==> config.mk <==
export PLATFORM = sky130hd
export DESIGN_NAME = conv_encoder_framed
export DESIGN_NICKNAME = d
export VERILOG_FILES = /design/src/rtl/conv_encoder_framed.sv
export SDC_FILE = /design/constraint.sdc
export NUM_CORES = 1
export LEC_CHECK = 0
export BUFFER_PORTS_ARGS = -buffer_cell sky130_fd_sc_hd__buf_2
export CORE_MARGIN = 3
export CORE_UTILIZATION = 45
export CTS_BUF_LIST = sky130_fd_sc_hd__clkbuf_2 sky130_fd_sc_hd__clkbuf_4 sky130_fd_sc_hd__clkbuf_8
export CTS_CLUSTER_DIAMETER = 50
export DETAILED_ROUTE_END_ITERATION = 12
export GPL_TIMING_DRIVEN = 0
export PLACE_DENSITY = 0.66
export SETUP_SLACK_MARGIN = 0.05
export SLEW_MARGIN = 40
export SYNTH_ARGS = -nofsm -noshare
export SYNTH_HDL_FRONTEND = slang
export SYNTH_SLANG_ARGS = --single-unit
==> constraint.sdc <==
create_clock -name clk -period 3.8 [get_ports clk]
set_clock_uncertainty 0.15 [all_clocks]
set_input_delay 0.76 -clock clk [delete_from_list [all_inputs] [get_ports clk]]
set_output_delay 0.76 -clock clk [all_outputs]
set_load 0.01 [all_outputs]
==> src/rtl/conv_encoder_framed.sv <==
`default_nettype none
// ============================================================================
// conv_encoder_framed : rate-1/2, K=3 convolutional encoder (G0=7, G1=5) that
// flushes the trellis with two zero tail bits after every FRAME_LEN data bits.
// Revision: 1.0
// ============================================================================
module conv_encoder_framed #(
    parameter int FRAME_LEN = 256,
    parameter int CNT_W     = $clog2(FRAME_LEN + 1)
) (
    input  logic        clk,
    input  logic        rst,
    input  logic        enable_i,
    input  logic        d_in,
    output logic        ready_o,
    output logic        valid_o,
    output logic [1:0]  d_out,
    output logic        sof_o,
    output logic        eof_o,
    output logic [15:0] frame_ct_o
);

    typedef enum logic [1:0] {
        S_IDLE = 2'd0,
        S_DATA = 2'd1,
        S_TAIL = 2'd2
    } state_t;

    localparam logic [CNT_W-1:0] c_frame_len = CNT_W'(FRAME_LEN);
    localparam logic [CNT_W-1:0] c_cnt_one   = CNT_W'(1);

    state_t             r_state;
    state_t             w_state_nxt;
    logic               r_s1;
    logic               r_s2;
    logic               w_s1_nxt;
    logic               w_s2_nxt;
    logic [CNT_W-1:0]   r_count;
    logic [CNT_W-1:0]   w_count_nxt;
    logic [CNT_W-1:0]   w_count_inc;
    logic               r_tail_idx;
    logic               w_tail_idx_nxt;
    logic               r_valid;
    logic               w_valid_nxt;
    logic [1:0]         r_dout;
    logic [1:0]         w_dout_nxt;
    logic               r_sof;
    logic               w_sof_nxt;
    logic               r_eof;
    logic               w_eof_nxt;
    logic [15:0]        r_frame_ct;
    logic [15:0]        w_frame_ct_nxt;
    logic               w_encode;
    logic               w_bit;

    // Count is zero in IDLE, so a plain increment also yields 1 for the first bit.
    assign w_count_inc = r_count + c_cnt_one;

    always_comb begin
        w_state_nxt    = r_state;
        w_count_nxt    = r_count;
        w_tail_idx_nxt = r_tail_idx;
        w_frame_ct_nxt = r_frame_ct;
        w_dout_nxt     = r_dout;
        w_s1_nxt       = r_s1;
        w_s2_nxt       = r_s2;
        w_valid_nxt    = 1'b0;
        w_sof_nxt      = 1'b0;
        w_eof_nxt      = 1'b0;
        w_encode       = 1'b0;
        w_bit          = 1'b0;

        case (r_state)
            S_IDLE, S_DATA: begin
                if (enable_i) begin
                    w_encode    = 1'b1;
                    w_bit       = d_in;
                    w_count_nxt = w_count_inc;
                    w_sof_nxt   = (r_state == S_IDLE);
                    if (w_count_inc == c_frame_len) begin
                        w_state_nxt    = S_TAIL;
                        w_tail_idx_nxt = 1'b0;
                    end else begin
                        w_state_nxt = S_DATA;
                    end
                end
            end
            S_TAIL: begin
                // Zero tail bits are injected internally; enable_i is ignored here.
                w_encode       = 1'b1;
                w_bit          = 1'b0;
                w_tail_idx_nxt = 1'b1;
                if (r_tail_idx) begin
                    w_eof_nxt      = 1'b1;
                    w_frame_ct_nxt = r_frame_ct + 16'd1;
                    w_count_nxt    = '0;
                    w_tail_idx_nxt = 1'b0;
                    w_state_nxt    = S_IDLE;
                end
            end
            default: begin
                w_state_nxt = S_IDLE;
            end
        endcase

        if (w_encode) begin
            w_valid_nxt = 1'b1;
            w_dout_nxt  = {w_bit ^ r_s1 ^ r_s2, w_bit ^ r_s2};
            w_s2_nxt    = r_s1;
            w_s1_nxt    = w_bit;
        end
    end

    always_ff @(posedge clk or negedge rst) begin
        if (!rst) begin
            r_state    <= S_IDLE;
            r_count    <= '0;
            r_tail_idx <= 1'b0;
            r_s1       <= 1'b0;
            r_s2       <= 1'b0;
            r_valid    <= 1'b0;
            r_dout     <= 2'b00;
            r_sof      <= 1'b0;
            r_eof      <= 1'b0;
            r_frame_ct <= 16'd0;
        end else begin
            r_state    <= w_state_nxt;
            r_count    <= w_count_nxt;
            r_tail_idx <= w_tail_idx_nxt;
            r_s1       <= w_s1_nxt;
            r_s2       <= w_s2_nxt;
            r_valid    <= w_valid_nxt;
            r_dout     <= w_dout_nxt;
            r_sof      <= w_sof_nxt;
            r_eof      <= w_eof_nxt;
            r_frame_ct <= w_frame_ct_nxt;
        end
    end

    // Derived from the state register only, so there is no path from enable_i.
    assign ready_o    = (r_state != S_TAIL);
    assign valid_o    = r_valid;
    assign d_out      = r_dout;
    assign sof_o      = r_sof;
    assign eof_o      = r_eof;
    assign frame_ct_o = r_frame_ct;

endmodule
`default_nettype wire

==> reports/metrics.yaml <==
cts_setup_buffers: 0
worstPathMaxFanout: 6
insertion_delay_ns: 0.34
synth.distinct_cells: 35
relSlewSlack_pct: 69.55
grt_pass1_wl_um: 5361
drc: 0
ctsResizeCount: 0
synth_top_cell_by_area: "dfrtp_1"
area_delta_synth_final_pct: 18.08
hold_viol_final: 0
cts_tree: "done"
antenna_found_initial: 0
syn_area_um2: 1605
cp-startpoint: "r_state[1]"
diodes: 0
routabilityCongestion: 0.7537
fp-row-count: 21
met3_usage_pct: 4.103
setup_viol_count_final: 0
die_y_um: 65.73
layout_common_cells: "35 x dfrtp_1, 27 x buf_2, 18 x nand2_1, 15 x o21ai_0, 14 x xnor2_1"
crit_required_ns: 2.89
syn_nets: 154
clock_sinks: 35
setup_tns_ns: 0
reg2reg_depth: 6
grt_max_degree: 36
final_common_cell: "dfrtp_1"
root_buffer: "clkbuf_4"
dieWidth_um: 65.73
r2r_end: "frame_ct_o[13]"
critPathCaptureType: "output port"
drt-total-wl_um: 3069
dieArea_um2: 4320
overflow: 0
cellLeakagePower_nw: 0.9078
p_per_area_nw_per_um2: 443.3
via_per_inst: 5.291
drive_gt1_share_pct: 24.31
ys_ff_latch: 35
syn_area_per_cell_um2: 10.85
ir_drop_mv: 0.2627
top_usage_layer: "met2"
grt_pass1_vias: 1145
io-pin-count: 26
period_minus_slack_ns: 2.244
fillCellCount: 299
r2r_start: "r_state[0]"
path_clk_slew_ns: 0.11
worst_hold_path_type: "input pin to asynchronous set/reset pin"
cp-start-kind: "register"
vias: 1201
grtUsageMet1_pct: 21.32
r2r_setup_slack_ns: 2.12
drv_slew: 0
yosysTopAreaCellShare_pct: 54.56
wl_per_cell_um: 13.52
synth_cells: 148
critical_path_class: "register to output port"
drt_pass1_iterations: 4
numCtsBuffers: 5
finalCritPeriodShare_pct: 59.05
maxCapViolCount: 0
yosysWarnings: 0
grt_usage_pct: 16.28
arrival_ns: 1.33
holdBufCountCts: 0
initialDrtViolationCount: 59
total_power_mw: 0.8404
dp_hpwl_um: 2174
core_um2: 3390
synth_seq_area_share_pct: 54.56
rsz0062_at_grt: "no"
yosys-top-cells-area: "dfrtp_1 55%, xnor2_1 7.6%, o21ai_0 4.7%, nand2_1 4.2%, a21oi_1 2.2%"
final_nets: 186
crit_end: "ready_o"
htree_num_levels: 2
tightest_slew_ns: 0.4551
status: "completed"
port_buffers: 25
initial_utilization_pct: 47.36
drtAntennaViolNets: 0
fmax_mhz: 445.7
cts_max_path_buffers: 2
gr-usage-met2_pct: 25.41
[how the worst min path moves through the flow]
stage | to | depth (start not counted) | from | slack, ns
floorplan | sof_o | 1 | r_state[0] | 0.29
global placement | frame_ct_o[15] | 1 | frame_ct_o[15] | 0.30
detailed placement | r_state[0] | 1 | r_state[1] | 0.33
CTS | r_state[0] | 1 | r_state[1] | 0.34
global route | d_out[0] | 1 | rst | 0.23
finish | d_out[0] | 1 | rst | 0.20
[logic make-up after synthesis]
| family | synth area share, % |
|---|---|
| simple gates | 18.71 |
| flops | 54.56 |
| compound gates | 11.38 |
| xor+xnor | 10.29 |
| buf+inv | 2.805 |
| fa+ha+maj | 1.559 |
| mux | 0.7014 |
[sequential cells by signal, summed over array words and instances (netlist names)]
name and cells:
r_state 2, sof_o 1, frame_ct_o 16, eof_o 1, r_tail_idx 1, d_out 2, r_s1 1, r_s2 1
r_count 9, valid_o 1
[metal layers]
metal / vias up / routed length (µm)
met1: 588 / 1380
met5: - / 0
met2: 23 / 1507
met4: 0 / 55
li1: 585 / -
met3: 5 / 126
[area by class of cell]
class	count	area [µm²]	area share (%)
Clock inverter	2	60.06	3.168
Multi-Input combinational cell	106	684.4	36.11
Inverter	1	3.754	0.1980
Timing Repair Buffer	25	127.6	6.733
Buffer	6	41.29	2.178
Clock buffer	6	45.04	2.376
Sequential cell	35	875.8	46.20
Tap cell	46	57.56	3.036
[power by group]
| group | total, mW | internal, mW | switching, mW |
|---|---|---|---|
| Combinational | 0.0896 | 0.0328 | 0.0568 |
| Clock | 0.336 | 0.213 | 0.124 |
| Sequential | 0.415 | 0.395 | 0.0190 |
| Total | 0.840 | 0.641 | 0.200 |
[critical path, stage by stage, from the launching register on]
cell and delay, ns:
dfrtp_1 0.42, or2b_1 0.16, clkbuf_1 0.23, buf_2 0.19
[synth_stat cells]
master and instances:
dfrtp_1 35, nand2_1 18, o21ai_0 15, xnor2_1 14
nor2_1 8, a21oi_1 7, nand3_1 7, nand4_1 4
and3_1 3, and4_1 3, buf_2 3, xor2_1 3
a31oi_1 2, buf_6 2, ha_1 2, nand3_2 2
o22ai_1 2, a311oi_1 1, a41oi_1 1, and2_1 1
and2b_1 1, and3b_1 1, clkbuf_1 1, inv_1 1
mux2_2 1, nand2b_1 1, nand4_4 1, nand4b_1 1
nor3_1 1, nor4_1 1, o2bb2ai_1 1, o31ai_2 1
o41ai_1 1, or2b_1 1, xnor2_2 1
[metrics by stage]
| step | utilization, % | std cells | area (µm²) | hold WS (ns) | setup slack (ns) |
|---|---|---|---|---|---|
| 6_report | 55.92 | 227 | 1896 | 0.2022 | 1.556 |
| 3_3_place_gp | 52.75 | 219 | 1788 | 0.3048 | 1.814 |
| 5_1_grt | 55.92 | 227 | 1896 | 0.2306 | 1.447 |
| 4_1_cts | 55.85 | 227 | 1893 | 0.3432 | 1.527 |
| 2_1_floorplan | - | 148 | 1605 | 0.2855 | 2.137 |
| 3_5_place_dp | 52.75 | 219 | 1788 | 0.3262 | 1.769 |
(Power assumes the default switching activity.)
